===== config.mk =====
export PLATFORM = sky130hd
export DESIGN_NAME = seq_divider_flat
export DESIGN_NICKNAME = d
export VERILOG_FILES = /design/src/rtl/alu_pkg.sv /design/src/rtl/seq_divider_if.sv /design/src/rtl/div_step.sv /design/src/rtl/seq_divider.sv /design/src/flat_wrapper.sv
export SDC_FILE = /design/constraint.sdc
export NUM_CORES = 1
export LEC_CHECK = 0
export BUFFER_PORTS_ARGS = -buffer_cell sky130_fd_sc_hd__buf_2
export CELL_PAD_IN_SITES_DETAIL_PLACEMENT = 0
export CELL_PAD_IN_SITES_GLOBAL_PLACEMENT = 2
export CORE_ASPECT_RATIO = 2
export CORE_MARGIN = 2
export CORE_UTILIZATION = 39
export DETAILED_ROUTE_END_ITERATION = 10
export GPL_ROUTABILITY_DRIVEN = 0
export PLACE_DENSITY = 0.95
export SLEW_MARGIN = 20
export SYNTH_ARGS = -nofsm -noshare
export SYNTH_HDL_FRONTEND = slang
export SYNTH_SLANG_ARGS = --single-unit
export TNS_END_PERCENT = 5

===== constraint.sdc =====
create_clock -name clk -period 17.5 [get_ports clk]
set_clock_uncertainty 0.05 [all_clocks]
set_input_delay 3.5 -clock clk [delete_from_list [all_inputs] [get_ports clk]]
set_output_delay 3.5 -clock clk [all_outputs]
set_load 0.05 [all_outputs]

===== src/rtl/alu_pkg.sv =====
// -----------------------------------------------------------------------------
// alu_pkg
// Shared definitions for the RV32 execute-stage ALU blocks.
//   XLEN         : datapath width in bits
//   div_state_t  : controller states of the sequential divider
//   F3_*         : funct3 encodings of the M-extension divide/remainder ops
//   is_div_funct3 / funct3_is_signed : decoder helpers that drive is_signed
// -----------------------------------------------------------------------------
package alu_pkg;

  localparam int XLEN = 32;

  typedef enum logic [1:0] {
    IDLE = 2'd0,
    RUN  = 2'd1,
    FIX  = 2'd2,
    DONE = 2'd3
  } div_state_t;

  localparam logic [2:0] F3_DIV  = 3'b100;
  localparam logic [2:0] F3_DIVU = 3'b101;
  localparam logic [2:0] F3_REM  = 3'b110;
  localparam logic [2:0] F3_REMU = 3'b111;

  // True for any of the four divide/remainder operations.
  function automatic logic is_div_funct3(input logic [2:0] f3);
    return (f3 == F3_DIV) || (f3 == F3_DIVU) || (f3 == F3_REM) || (f3 == F3_REMU);
  endfunction

  // DIV and REM treat operands as two's complement.
  function automatic logic funct3_is_signed(input logic [2:0] f3);
    return (f3 == F3_DIV) || (f3 == F3_REM);
  endfunction

endpackage


===== src/rtl/seq_divider_if.sv =====
// -----------------------------------------------------------------------------
// seq_divider_if
// Start/busy/done handshake between the execute stage and the divider.
//   i_start      : request a division (sampled only while not busy)
//   i_is_signed  : 1 = DIV/REM, 0 = DIVU/REMU
//   i_a / i_b    : dividend / divisor
//   o_busy       : operation in progress
//   o_done       : one-cycle completion pulse
//   o_quotient / o_remainder : results, held until the next accepted start
// Modports: master (requester) and slave (divider).
// -----------------------------------------------------------------------------
interface seq_divider_if
  import alu_pkg::*;
#(
  parameter int WIDTH = XLEN
);

  logic             i_start;
  logic             i_is_signed;
  logic [WIDTH-1:0] i_a;
  logic [WIDTH-1:0] i_b;
  logic             o_busy;
  logic             o_done;
  logic [WIDTH-1:0] o_quotient;
  logic [WIDTH-1:0] o_remainder;

  modport master (
    output i_start, i_is_signed, i_a, i_b,
    input  o_busy, o_done, o_quotient, o_remainder
  );

  modport slave (
    input  i_start, i_is_signed, i_a, i_b,
    output o_busy, o_done, o_quotient, o_remainder
  );

endinterface


===== src/rtl/div_step.sv =====
// -----------------------------------------------------------------------------
// div_step
// One combinational restoring-division iteration.
//   i_rem      : partial remainder (always < i_divisor on entry)
//   i_dvd_msb  : next dividend bit shifted into the remainder
//   i_divisor  : unsigned divisor magnitude
//   o_rem      : next partial remainder
//   o_q_bit    : quotient bit produced by this iteration
// -----------------------------------------------------------------------------
module div_step
  import alu_pkg::*;
#(
  parameter int WIDTH = XLEN
) (
  input  logic [WIDTH-1:0] i_rem,
  input  logic             i_dvd_msb,
  input  logic [WIDTH-1:0] i_divisor,
  output logic [WIDTH-1:0] o_rem,
  output logic             o_q_bit
);

  logic [WIDTH:0] w_shifted;
  logic [WIDTH:0] w_trial;

  assign w_shifted = {i_rem, i_dvd_msb};
  assign w_trial   = w_shifted - {1'b0, i_divisor};

  // Because i_rem < i_divisor, the trial lies in [-divisor, divisor-1], so the
  // top bit of the WIDTH+1 result is a reliable sign bit.
  assign o_q_bit = ~w_trial[WIDTH];
  assign o_rem   = o_q_bit ? w_trial[WIDTH-1:0] : w_shifted[WIDTH-1:0];

endmodule


===== src/rtl/seq_divider.sv =====
// -----------------------------------------------------------------------------
// seq_divider
// Radix-2 restoring divider for DIV/DIVU/REM/REMU, one quotient bit per cycle.
//   clk  : rising-edge clock
//   rst  : asynchronous, active-high reset
//   bus  : seq_divider_if slave (start/operands in, busy/done/results out)
// Latency: 34 cycles normally, 2 cycles for divide-by-zero / signed overflow.
// -----------------------------------------------------------------------------
module seq_divider
  import alu_pkg::*;
#(
  parameter int WIDTH = XLEN
) (
  input  logic          clk,
  input  logic          rst,
  seq_divider_if.slave  bus
);

  localparam int               CNT_W   = $clog2(WIDTH);
  localparam logic [WIDTH-1:0] MIN_NEG = {1'b1, {(WIDTH-1){1'b0}}};

  div_state_t       r_state;
  logic [CNT_W-1:0] r_count;
  logic [WIDTH-1:0] r_rem;      // partial remainder
  logic [WIDTH-1:0] r_dvd;      // dividend shifts out, quotient bits shift in
  logic [WIDTH-1:0] r_dvs;      // divisor magnitude
  logic             r_neg_q;
  logic             r_neg_r;
  logic             r_busy;
  logic             r_done;
  logic [WIDTH-1:0] r_quotient;
  logic [WIDTH-1:0] r_remainder;

  logic             w_a_neg;
  logic             w_b_neg;
  logic [WIDTH-1:0] w_a_mag;
  logic [WIDTH-1:0] w_b_mag;
  logic             w_div_zero;
  logic             w_overflow;
  logic [WIDTH-1:0] w_next_rem;
  logic             w_q_bit;

  assign w_a_neg    = bus.i_is_signed & bus.i_a[WIDTH-1];
  assign w_b_neg    = bus.i_is_signed & bus.i_b[WIDTH-1];
  // -MIN_NEG wraps to MIN_NEG, which is the correct unsigned magnitude.
  assign w_a_mag    = w_a_neg ? -bus.i_a : bus.i_a;
  assign w_b_mag    = w_b_neg ? -bus.i_b : bus.i_b;
  assign w_div_zero = (bus.i_b == '0);
  assign w_overflow = bus.i_is_signed && (bus.i_a == MIN_NEG) && (bus.i_b == '1);

  div_step #(.WIDTH(WIDTH)) u_step (
    .i_rem     (r_rem),
    .i_dvd_msb (r_dvd[WIDTH-1]),
    .i_divisor (r_dvs),
    .o_rem     (w_next_rem),
    .o_q_bit   (w_q_bit)
  );

  // NOTE: state is updated with non-blocking assignments so every register in
  // this block sees the pre-edge value of every other, independent of order.
  always_ff @(posedge clk or posedge rst) begin
    if (rst) begin
      r_state     <= IDLE;
      r_count     <= '0;
      r_rem       <= '0;
      r_dvd       <= '0;
      r_dvs       <= '0;
      r_neg_q     <= 1'b0;
      r_neg_r     <= 1'b0;
      r_busy      <= 1'b0;
      r_done      <= 1'b0;
      r_quotient  <= '0;
      r_remainder <= '0;
    end else begin
      unique case (r_state)
        IDLE, DONE: begin
          r_done <= 1'b0;
          if (bus.i_start) begin
            r_busy <= 1'b1;
            r_count <= '0;
            r_dvs   <= w_b_mag;
            if (w_div_zero || w_overflow) begin
              // Special results are staged in the datapath and pass through
              // FIX with no sign correction, giving the 2-cycle latency.
              r_dvd   <= w_div_zero ? '1 : MIN_NEG;
              r_rem   <= w_div_zero ? bus.i_a : '0;
              r_neg_q <= 1'b0;
              r_neg_r <= 1'b0;
              r_state <= FIX;
            end else begin
              r_dvd   <= w_a_mag;
              r_rem   <= '0;
              r_neg_q <= w_a_neg ^ w_b_neg;
              r_neg_r <= w_a_neg;
              r_state <= RUN;
            end
          end else begin
            r_state <= IDLE;
          end
        end

        RUN: begin
          r_rem   <= w_next_rem;
          r_dvd   <= {r_dvd[WIDTH-2:0], w_q_bit};
          r_count <= r_count + 1'b1;
          if (r_count == CNT_W'(WIDTH - 1)) begin
            r_state <= FIX;
          end
        end

        FIX: begin
          r_quotient  <= r_neg_q ? -r_dvd : r_dvd;
          r_remainder <= r_neg_r ? -r_rem : r_rem;
          r_busy      <= 1'b0;
          r_done      <= 1'b1;
          r_state     <= DONE;
        end

        default: r_state <= IDLE;
      endcase
    end
  end

  assign bus.o_busy      = r_busy;
  assign bus.o_done      = r_done;
  assign bus.o_quotient  = r_quotient;
  assign bus.o_remainder = r_remainder;

endmodule

===== src/flat_wrapper.sv =====
// flat-port wrapper written by rule: the top's interface ports become plain ports
module seq_divider_flat import alu_pkg::*;
#(
  parameter int WIDTH = XLEN
)
  (clk, rst, bus_i_start, bus_i_is_signed, bus_i_a, bus_i_b, bus_o_busy, bus_o_done, bus_o_quotient, bus_o_remainder);
  seq_divider_if #(.WIDTH(WIDTH)) bus_i ();
  input  logic clk;
  input  logic rst;
  input wire logic [$bits(bus_i.i_start)-1:0] bus_i_start;
  input wire logic [$bits(bus_i.i_is_signed)-1:0] bus_i_is_signed;
  input wire logic [$bits(bus_i.i_a)-1:0] bus_i_a;
  input wire logic [$bits(bus_i.i_b)-1:0] bus_i_b;
  output wire logic [$bits(bus_i.o_busy)-1:0] bus_o_busy;
  output wire logic [$bits(bus_i.o_done)-1:0] bus_o_done;
  output wire logic [$bits(bus_i.o_quotient)-1:0] bus_o_quotient;
  output wire logic [$bits(bus_i.o_remainder)-1:0] bus_o_remainder;
  assign bus_i.i_start = bus_i_start;
  assign bus_i.i_is_signed = bus_i_is_signed;
  assign bus_i.i_a = bus_i_a;
  assign bus_i.i_b = bus_i_b;
  assign bus_o_busy = bus_i.o_busy;
  assign bus_o_done = bus_i.o_done;
  assign bus_o_quotient = bus_i.o_quotient;
  assign bus_o_remainder = bus_i.o_remainder;
  seq_divider #(.WIDTH(WIDTH)) u_core (.clk(clk), .rst(rst), .bus(bus_i));
endmodule

==> results of run 1 <==
==> kinds of logic (layout without fill, tap and decap cells) <==
family                   Yosys count  after routing  share of synthesized area (%)
multiplexers                      32             32                           2.84
adder cells (fa/ha/maj)           43             43                           4.74
AO/OA/AOI/OAI                    433            433                           23.0
flip-flops                       171            171                           37.2
buffers and inverters            127            232                           4.15
AND/OR/NAND/NOR                  414            414                           17.0
XOR/XNOR                         145            145                           11.0
==> critical path, stage by stage <==
cell and delay [ns]:
buf_2 0.13, nor4_1 0.52, and2_0 0.37, nand4_1 0.22, nor4_1 0.30, nor2b_1 0.30
and3_1 0.81, a21oi_1 0.18, o21ai_0 0.11, a21boi_0 0.22
==> synthesized netlist by cell type (all sizes together) (4+ instances only) <==
| master | instances | area share, % |
|---|---|---|
| a2111oi | 5 | 0.38 |
| nor2b | 10 | 0.54 |
| and2 | 9 | 0.49 |
| or4 | 17 | 1.2 |
| mux2 | 5 | 0.49 |
| a22o | 4 | 0.30 |
| inv | 56 | 1.8 |
| ha | 42 | 4.6 |
| nor2 | 134 | 4.4 |
| nor3 | 21 | 0.91 |
| or2 | 4 | 0.22 |
| and3 | 9 | 0.49 |
| o31ai | 28 | 1.9 |
| xnor2 | 54 | 4.1 |
| buf | 5 | 0.16 |
| a31oi | 11 | 0.60 |
| or3b | 4 | 0.30 |
| o22ai | 4 | 0.22 |
| nand2 | 126 | 4.1 |
| nand3 | 22 | 0.96 |
| clkbuf | 65 | 2.1 |
| nand4 | 13 | 0.71 |
| nand2b | 18 | 1.0 |
| nor4 | 8 | 0.44 |
| a21oi | 155 | 6.7 |
| o21a | 16 | 1.0 |
| or3 | 16 | 1.0 |
| mux2i | 27 | 2.4 |
| a21o | 13 | 0.85 |
| o211ai | 10 | 0.65 |
| dfrtp | 171 | 37 |
| o21ai | 124 | 5.4 |
| a221oi | 21 | 1.6 |
| xor2 | 91 | 6.9 |
| o41ai | 16 | 1.3 |
==> path summary, 6_finish.rpt <==
check / endpoint / slack, ns
hold reg to reg: u_core.r_dvs[6]$_DFFE_PP0P_ / 0.43
hold / removal: u_core.r_dvs[6]$_DFFE_PP0P_ / 0.43
setup reg to reg: u_core.r_rem[0]$_DFFE_PP0P_ / 12.69
setup / recovery: u_core.r_rem[11]$_DFFE_PP0P_ / 11.15
max in group asynchronous: u_core.bus.o_remainder[12]$_DFFE_PP0P_ / 13.05
min in group asynchronous: u_core.bus.o_quotient[7]$_DFFE_PP0P_ / 3.06
==> power by group through the flow <==
stage | Clock (uW) | Combinational (uW) | Sequential [uW]
3_3_place_gp | 0 | 1900 | 794
5_1_grt | 378 | 2150 | 828
2_1_floorplan | 0 | 1250 | 1010
4_1_cts | 364 | 1950 | 796
6_report | 356 | 1950 | 797
3_5_place_dp | 0 | 1940 | 802
==> layer usage <==
layer	share of wire [%]	routed length [um]
met5	0.020	7
met4	3.9	1360
met3	4.4	1550
met2	50	17600
met1	42	14700
==> state kept, by name, indices dropped and copies added (netlist names) <==
| register | flops |
|---|---|
| u_core.r_dvs | 32 |
| u_core.r_dvd | 32 |
| u_core.r_count | 5 |
| u_core.r_state | 2 |
| u_core.bus.o_done | 1 |
| u_core.r_neg_r | 1 |
| u_core.r_rem | 32 |
| u_core.r_neg_q | 1 |
| u_core.bus.o_remainder | 32 |
| u_core.bus.o_quotient | 32 |
| u_core.bus.o_busy | 1 |
==> cells in the final DEF, fill, tap and decap left out, types with 4 or more instances in the layout <==
master	netlist	routed
a2111oi_0	5	5
a21o_1	13	13
a21oi_1	155	155
a221oi_1	21	21
a22o_1	4	4
a31oi_1	11	11
and2_1	8	7
and3_1	9	9
buf_2	0	133
buf_4	0	10
clkbuf_16	0	17
clkinvlp_4	0	5
dfrtp_1	171	170
ha_1	42	41
inv_1	56	55
inv_6	0	5
mux2_2	5	5
mux2i_1	27	27
nand2_1	126	126
nand2b_1	17	17
nand3_1	22	22
nand4_1	13	13
nor2_1	134	133
nor2b_1	10	10
nor3_1	21	21
nor4_1	8	8
o211ai_1	10	10
o21a_1	16	16
o21ai_0	121	121
o22ai_1	4	4
o31ai_1	27	27
o41ai_1	14	14
or2_2	4	4
or3_1	13	13
or4_1	15	15
xnor2_1	54	54
xor2_1	91	91
==> through the flow <==
stage / worst slack (ns) / hold WS [ns]
global route: 10.86 / 0.464
CTS: 11.20 / 0.439
detailed placement: 10.74 / 0.424
global placement: 10.76 / 0.419
finish: 11.15 / 0.433
floorplan: 9.32 / 0.400
==> area by class of cell <==
class / count / area [um^2]
clock buffer: 20 / 447
clock inverter: 12 / 91.3
fill: 2916 / 16300
inverter: 57 / 219
multi-input combinational: 1067 / 6770
sequential: 171 / 4280
tap: 364 / 455
timing repair buffer: 143 / 741
==> run metrics, run 1 <==
hold_sp=u_core.r_dvs[6]$_DFFE_PP0P_; antenna violations before repair=2; Seq cells post-synth=between 150 and 200; Clock Power Share=11.5%; synthesized instance count=about 1.4k; cts repair resizes=0; WL per Instance=19.2 um; Tmin final=approximately 6.4 ns; Unique masters post-synth=between 60 and 70; sequential power share=about a quarter; Reg2Reg Depth=13; Comb power frac=62.8%; Antenna Nets Post-Route=0; Post-Syn Nets=around 1.5k; commonest register cell after synthesis=dfrtp_1; number of synthesized flops with an enable pin=0; Worst slew margin=between 20% and 30%; fin crit share=between 30% and 40%; Setup violations, final=0; Max H-tree Level=4; core footprint=around 29,000 um^2; Pint=1470 uW; DRT Pass-1 Iters=5; reg2reg start=u_core.r_dvs[0]$_DFFE_PP0P_; max-cap violations=0; Startpoint Class=primary input; Slew @ Worst Pin=between 1 and 1.5 ns; Starting Density=between 30% and 40%; largest net degree at the start of global routing=between 70 and 80; CTS Buf Count=17; vias in the first global route=10.3k; post-CTS setup repair buffer count=0; vias per inst=roughly 5.7; placed cell count=~1.8k; most used routing layer in global routing=met2; worst setup path startpoint=bus_i_b[2]; hold crit path type=flop to flop; Hold-fix buffers, CTS=0; Post-Layout Cell Count=about 1.8k; die area=~31,000 um^2; Synth Cell Area=about 11,000 um^2; Skew-Pair Late Insertion Delay=0.46 ns; Post-DP Area=~12,000 um^2; Crit path arrival time=around 6.7 ns; fin nets=around 1.6k; Static Leak=0.00563 uW; clk slew on worst S/H paths=0.07 ns; Hold Path Depth=2; Placement Rows=slightly below 90; Avg Cell Area, Syn=8.42 um^2; synth warn=0; CP max FO=25; met1 GRT Util=28.5%; RSZ-0062 raised after global routing=no; max-slew violations=0; Worst Setup End Kind=flop; layout cells sized above 1=13.6%; asr flop ratio synth=100%; Power Dens Cells=between 200 and 250 nW/um^2; die width=125 um; drt total wl=approximately 35 mm; I/O Pins=134; gr usage total=around 23%; Root Buffer=clkbuf_16; Fmax=roughly 160 MHz; number of remaining DRC errors=0; Detailed Place HPWL=approximately 26 mm; Vias=roughly 11k; worst endpoint required time=~18 ns; CTS tree=done; Inserted Diodes=0; post-layout instance area=approximately 13,000 um^2; global-route wire length before repair=roughly 56 mm; Psw=approximately 1600 uW; final hold vios=0; Layout area overhead=13.1%; DIE HEIGHT=~250 um; final core occ=44.4%; Crit Path Class=primary input to flop; Overflow after GRT=0; switching power share of the total=between 50% and 60%; Setup TNS=0 ns; total power=slightly above 3000 uW; status=finished clean; Seq/Total Area, Yosys=a little under two fifths; Port-buffer cells=between 100 and 150; Sinks on Clock Net=between 150 and 200; worst vdd ir=0.108 mV; CTS Buffer Depth=2; met2 Track Usage GR=approximately two fifths; global-route met3 utilization=roughly 3.7%; DR iter-0 viols=between 800 and 900
No activity file was read; power rests on OpenSTA's default activity.
==> inputs of run 2 (changes only) <==
--- a/config.mk
+++ b/config.mk
@@ -10,10 +10,10 @@
 export CELL_PAD_IN_SITES_GLOBAL_PLACEMENT = 2
 export CORE_ASPECT_RATIO = 2
 export CORE_MARGIN = 2
-export CORE_UTILIZATION = 39
+export CORE_UTILIZATION = 36
 export DETAILED_ROUTE_END_ITERATION = 10
 export GPL_ROUTABILITY_DRIVEN = 0
-export PLACE_DENSITY = 0.95
+export PLACE_DENSITY = 0.89
 export SLEW_MARGIN = 20
 export SYNTH_ARGS = -nofsm -noshare
 export SYNTH_HDL_FRONTEND = slang
==> constraint.sdc (replaced) <==
create_clock -name clk -period 6.1 [get_ports clk]
set_clock_uncertainty 0.05 [all_clocks]
set_input_delay 1.22 -clock clk [delete_from_list [all_inputs] [get_ports clk]]
set_output_delay 1.22 -clock clk [all_outputs]
set_load 0.05 [all_outputs]
==> run 2 against run 1 <==
  * Worst setup slack worse by 9.3 ns
  * Cell count up 3.4%
  * Sequential power rose to 2.9 times the previous value
  * Utilization down 2.7 points
  * Highest routed layer is now met4
==> run metrics, run 2 (synthesis results as in run 1) <==
status=finished clean (unchanged); Largest stage delay, worst path=0.54 ns (was 0.81 ns); Inserted Diodes=0 (unchanged); hold crit path type=flop to flop (unchanged); WL per Instance=19.1 um (was 19.2 um); Worst Setup End Kind=flop (unchanged); CTS tree=done (unchanged); fin crit share=a little over two thirds; RSZ-0062 raised after global routing=no (unchanged); count of buffer and inverter cells on the critical path=2 (was 1); Static Leak=0.00569 uW (was 0.00563 uW); layout cells sized above 1=13.8% (was 13.6%); slowest stage cell, crit path=a22oi_1 (was and3_1); Vias=10.2k (was 10.5k); CP top delay family=compound AO/OA/AOI/OAI gates (was simple AND/OR/NAND/NOR gates); Tmin final=4.29 ns; Hold-fix buffers, CTS=0 (unchanged); hold_sp=u_core.r_neg_q$_DFFE_PP0P_ (was u_core.r_dvs[6]$_DFFE_PP0P_); Skew-Pair Late Insertion Delay=0.46 ns (about the same); final hold vios=0 (unchanged); Detailed Place HPWL=28.2 mm (was 26.3 mm); Slew @ Worst Pin=0.879 ns (was 1.12 ns); die width=130 um (was 125 um); vias in the first global route=10.1k (was 10.3k); drt total wl=36.3 mm (was 35.2 mm); die area=33,500 um^2 (was 31,000 um^2); core footprint=31,500 um^2 (was 29,300 um^2); CP max FO=43 (was 25); WHS=0.424 ns (was 0.433 ns); reg2reg start=u_core.r_dvd[31]$_DFFE_PP0P_ (was u_core.r_dvs[0]$_DFFE_PP0P_); Layout area overhead=14.5% (was 13.1%); most common cell after layout, fill and taps aside=dfrtp_1 (unchanged); fin nets=1,572 (was 1,568); DR iter-0 viols=576 (was 808); Crit path arrival time=4.59 ns (was 6.67 ns); Crit Path Class=flop to flop (was primary input to flop); Reg2Reg Capture Point=u_core.r_rem[5]$_DFFE_PP0P_ (was u_core.r_rem[0]$_DFFE_PP0P_); commonest cells after routing, fill and taps aside=171 x dfrtp_1, 155 x a21oi_1, 134 x nor2_1 (was 170 x dfrtp_1, 155 x a21oi_1, 133 x nor2_1, 133 x buf_2, 126 x nand2_1); FILL cells=3,310 (was 2,916); global-route wire length before repair=56.6 mm (was 56.2 mm); worst vdd ir=0.318 mV (was 0.108 mV); vias per inst=5.39 (was 5.73); Worst slew margin=41.4% (was 24.4%); max-cap violations=0 (unchanged); worst setup path startpoint=u_core.r_dvd[31]$_DFFE_PP0P_ (was bus_i_b[2]); CTS Buffer Depth=2 (unchanged); DIE HEIGHT=257 um (was 247 um); Max H-tree Level=4 (unchanged); Setup TNS=0 ns (unchanged); antenna violations before repair=0 (was 2); Reg2Reg Depth=14 (was 13); CP endpoint=u_core.r_rem[5]$_DFFE_PP0P_ (was u_core.r_rem[11]$_DFFE_PP0P_); number of remaining DRC errors=0 (unchanged); I/O Pins=134 (unchanged); clk slew on worst S/H paths=0.07 ns (about the same); Setup violations, final=0 (unchanged); DRT Pass-1 Iters=5 (unchanged); Power Dens Cells=688 nW/um^2 (was 238 nW/um^2); post-CTS setup repair buffer count=0 (unchanged); reg2reg setup slack=1.81 ns (was 12.69 ns); CTS Buf Count=17 (unchanged); Sinks on Clock Net=171 (unchanged); Fmax=233 MHz; Root Buffer=clkbuf_16 (unchanged); worst endpoint required time=6.40 ns (was 17.82 ns); CP Depth=14 (was 10); max-slew violations=0 (unchanged); Port-buffer cells=133 (unchanged); Overflow after GRT=0 (unchanged); Startpoint Class=flop (was primary input); largest net degree at the start of global routing=85 (was 76); Antenna Nets Post-Route=0 (unchanged); Placement Rows=92 (was 89); CP Cell Sequence=inv_1, ha_1, fa_1, nand2b_1, a21oi_1, o211ai_1, a22oi_1, a2111oi_0, o21ai_0, and2_2, buf_4, mux2i_1, o21ai_0, o21a_1 (was buf_2, nor4_1, and2_0, nand4_1, nor4_1, nor2b_1, and3_1, a21oi_1, o21ai_0, a21boi_0); Multi-input gate area=6770 um^2 (about the same); most used cell, CP=o21ai_0 (was nor4_1); Starting Density=36.5% (was 39.3%); cts repair resizes=0 (unchanged); FF+latch area=4280 um^2 (about the same); gr usage total=22.1% (was 22.9%)
[run 2: how the worst min path moves through the flow]
stage | end | slack [ns] | cells past startpoint
after global routing | u_core.r_dvs[22]$_DFFE_PP0P_ | 0.45 | 2
after floorplan | u_core.r_dvs[10]$_DFFE_PP0P_ | 0.40 | 2
after global placement | u_core.r_neg_q$_DFFE_PP0P_ | 0.41 | 2
after detailed placement | u_core.r_neg_q$_DFFE_PP0P_ | 0.41 | 2
after CTS | u_core.r_neg_q$_DFFE_PP0P_ | 0.43 | 2
final | u_core.r_neg_q$_DFFE_PP0P_ | 0.42 | 2
[run 2: worst register-to-register path, stage by stage, from the launching register on]
cell and delay [ns]:
dfrtp_1 0.33, inv_1 0.11, ha_1 0.26, fa_1 0.38, nand2b_1 0.19, a21oi_1 0.31
o211ai_1 0.18, a22oi_1 0.54, a2111oi_0 0.25, o21ai_0 0.33, and2_2 0.23, buf_4 0.49
mux2i_1 0.32, o21ai_0 0.11, o21a_1 0.12
[run 2: through the flow]
step | worst slack (ns) | area [um^2] | power, uW | utilization (%) | instances
finish | 1.81 | 13200 | 9060 | 41.8 | 1897
global route | 1.47 | 13200 | 9800 | 41.8 | 1897
CTS | 1.79 | 13200 | 9120 | 41.7 | 1896
detailed placement | 1.49 | 12600 | 7970 | 39.8 | 1864
global placement | 1.49 | 12600 | 7880 | 39.8 | 1864
floorplan | 0.198 | 11500 | 6470 | - | 1365
[run 2: cell type report]
cell class	count	share of cell area, %
Tap cell	423	4.02
Clock inverter	12	1.04
Sequential cell	171	32.5
Clock buffer	20	3.47
Timing Repair Buffer	147	5.91
Multi-Input combinational cell	1067	51.4
Inverter	57	1.66
[run 2: per-layer routing]
metal / GRT usage (%) / up-vias / wire (um)
met5: 0 / - / 0
met4: 13.6 / 0 / 2320
met3: 3.05 / 90 / 1190
met2: 39.9 / 249 / 19100
met1: 23.9 / 4807 / 13700
li1: - / 5070 / -
[run 2: power breakdown]
| group | switching, uW | internal [uW] | total [uW] |
|---|---|---|---|
| logic | 3670 | 1990 | 5650 |
| registers | 573 | 1710 | 2280 |
| clock network | 495 | 629 | 1120 |
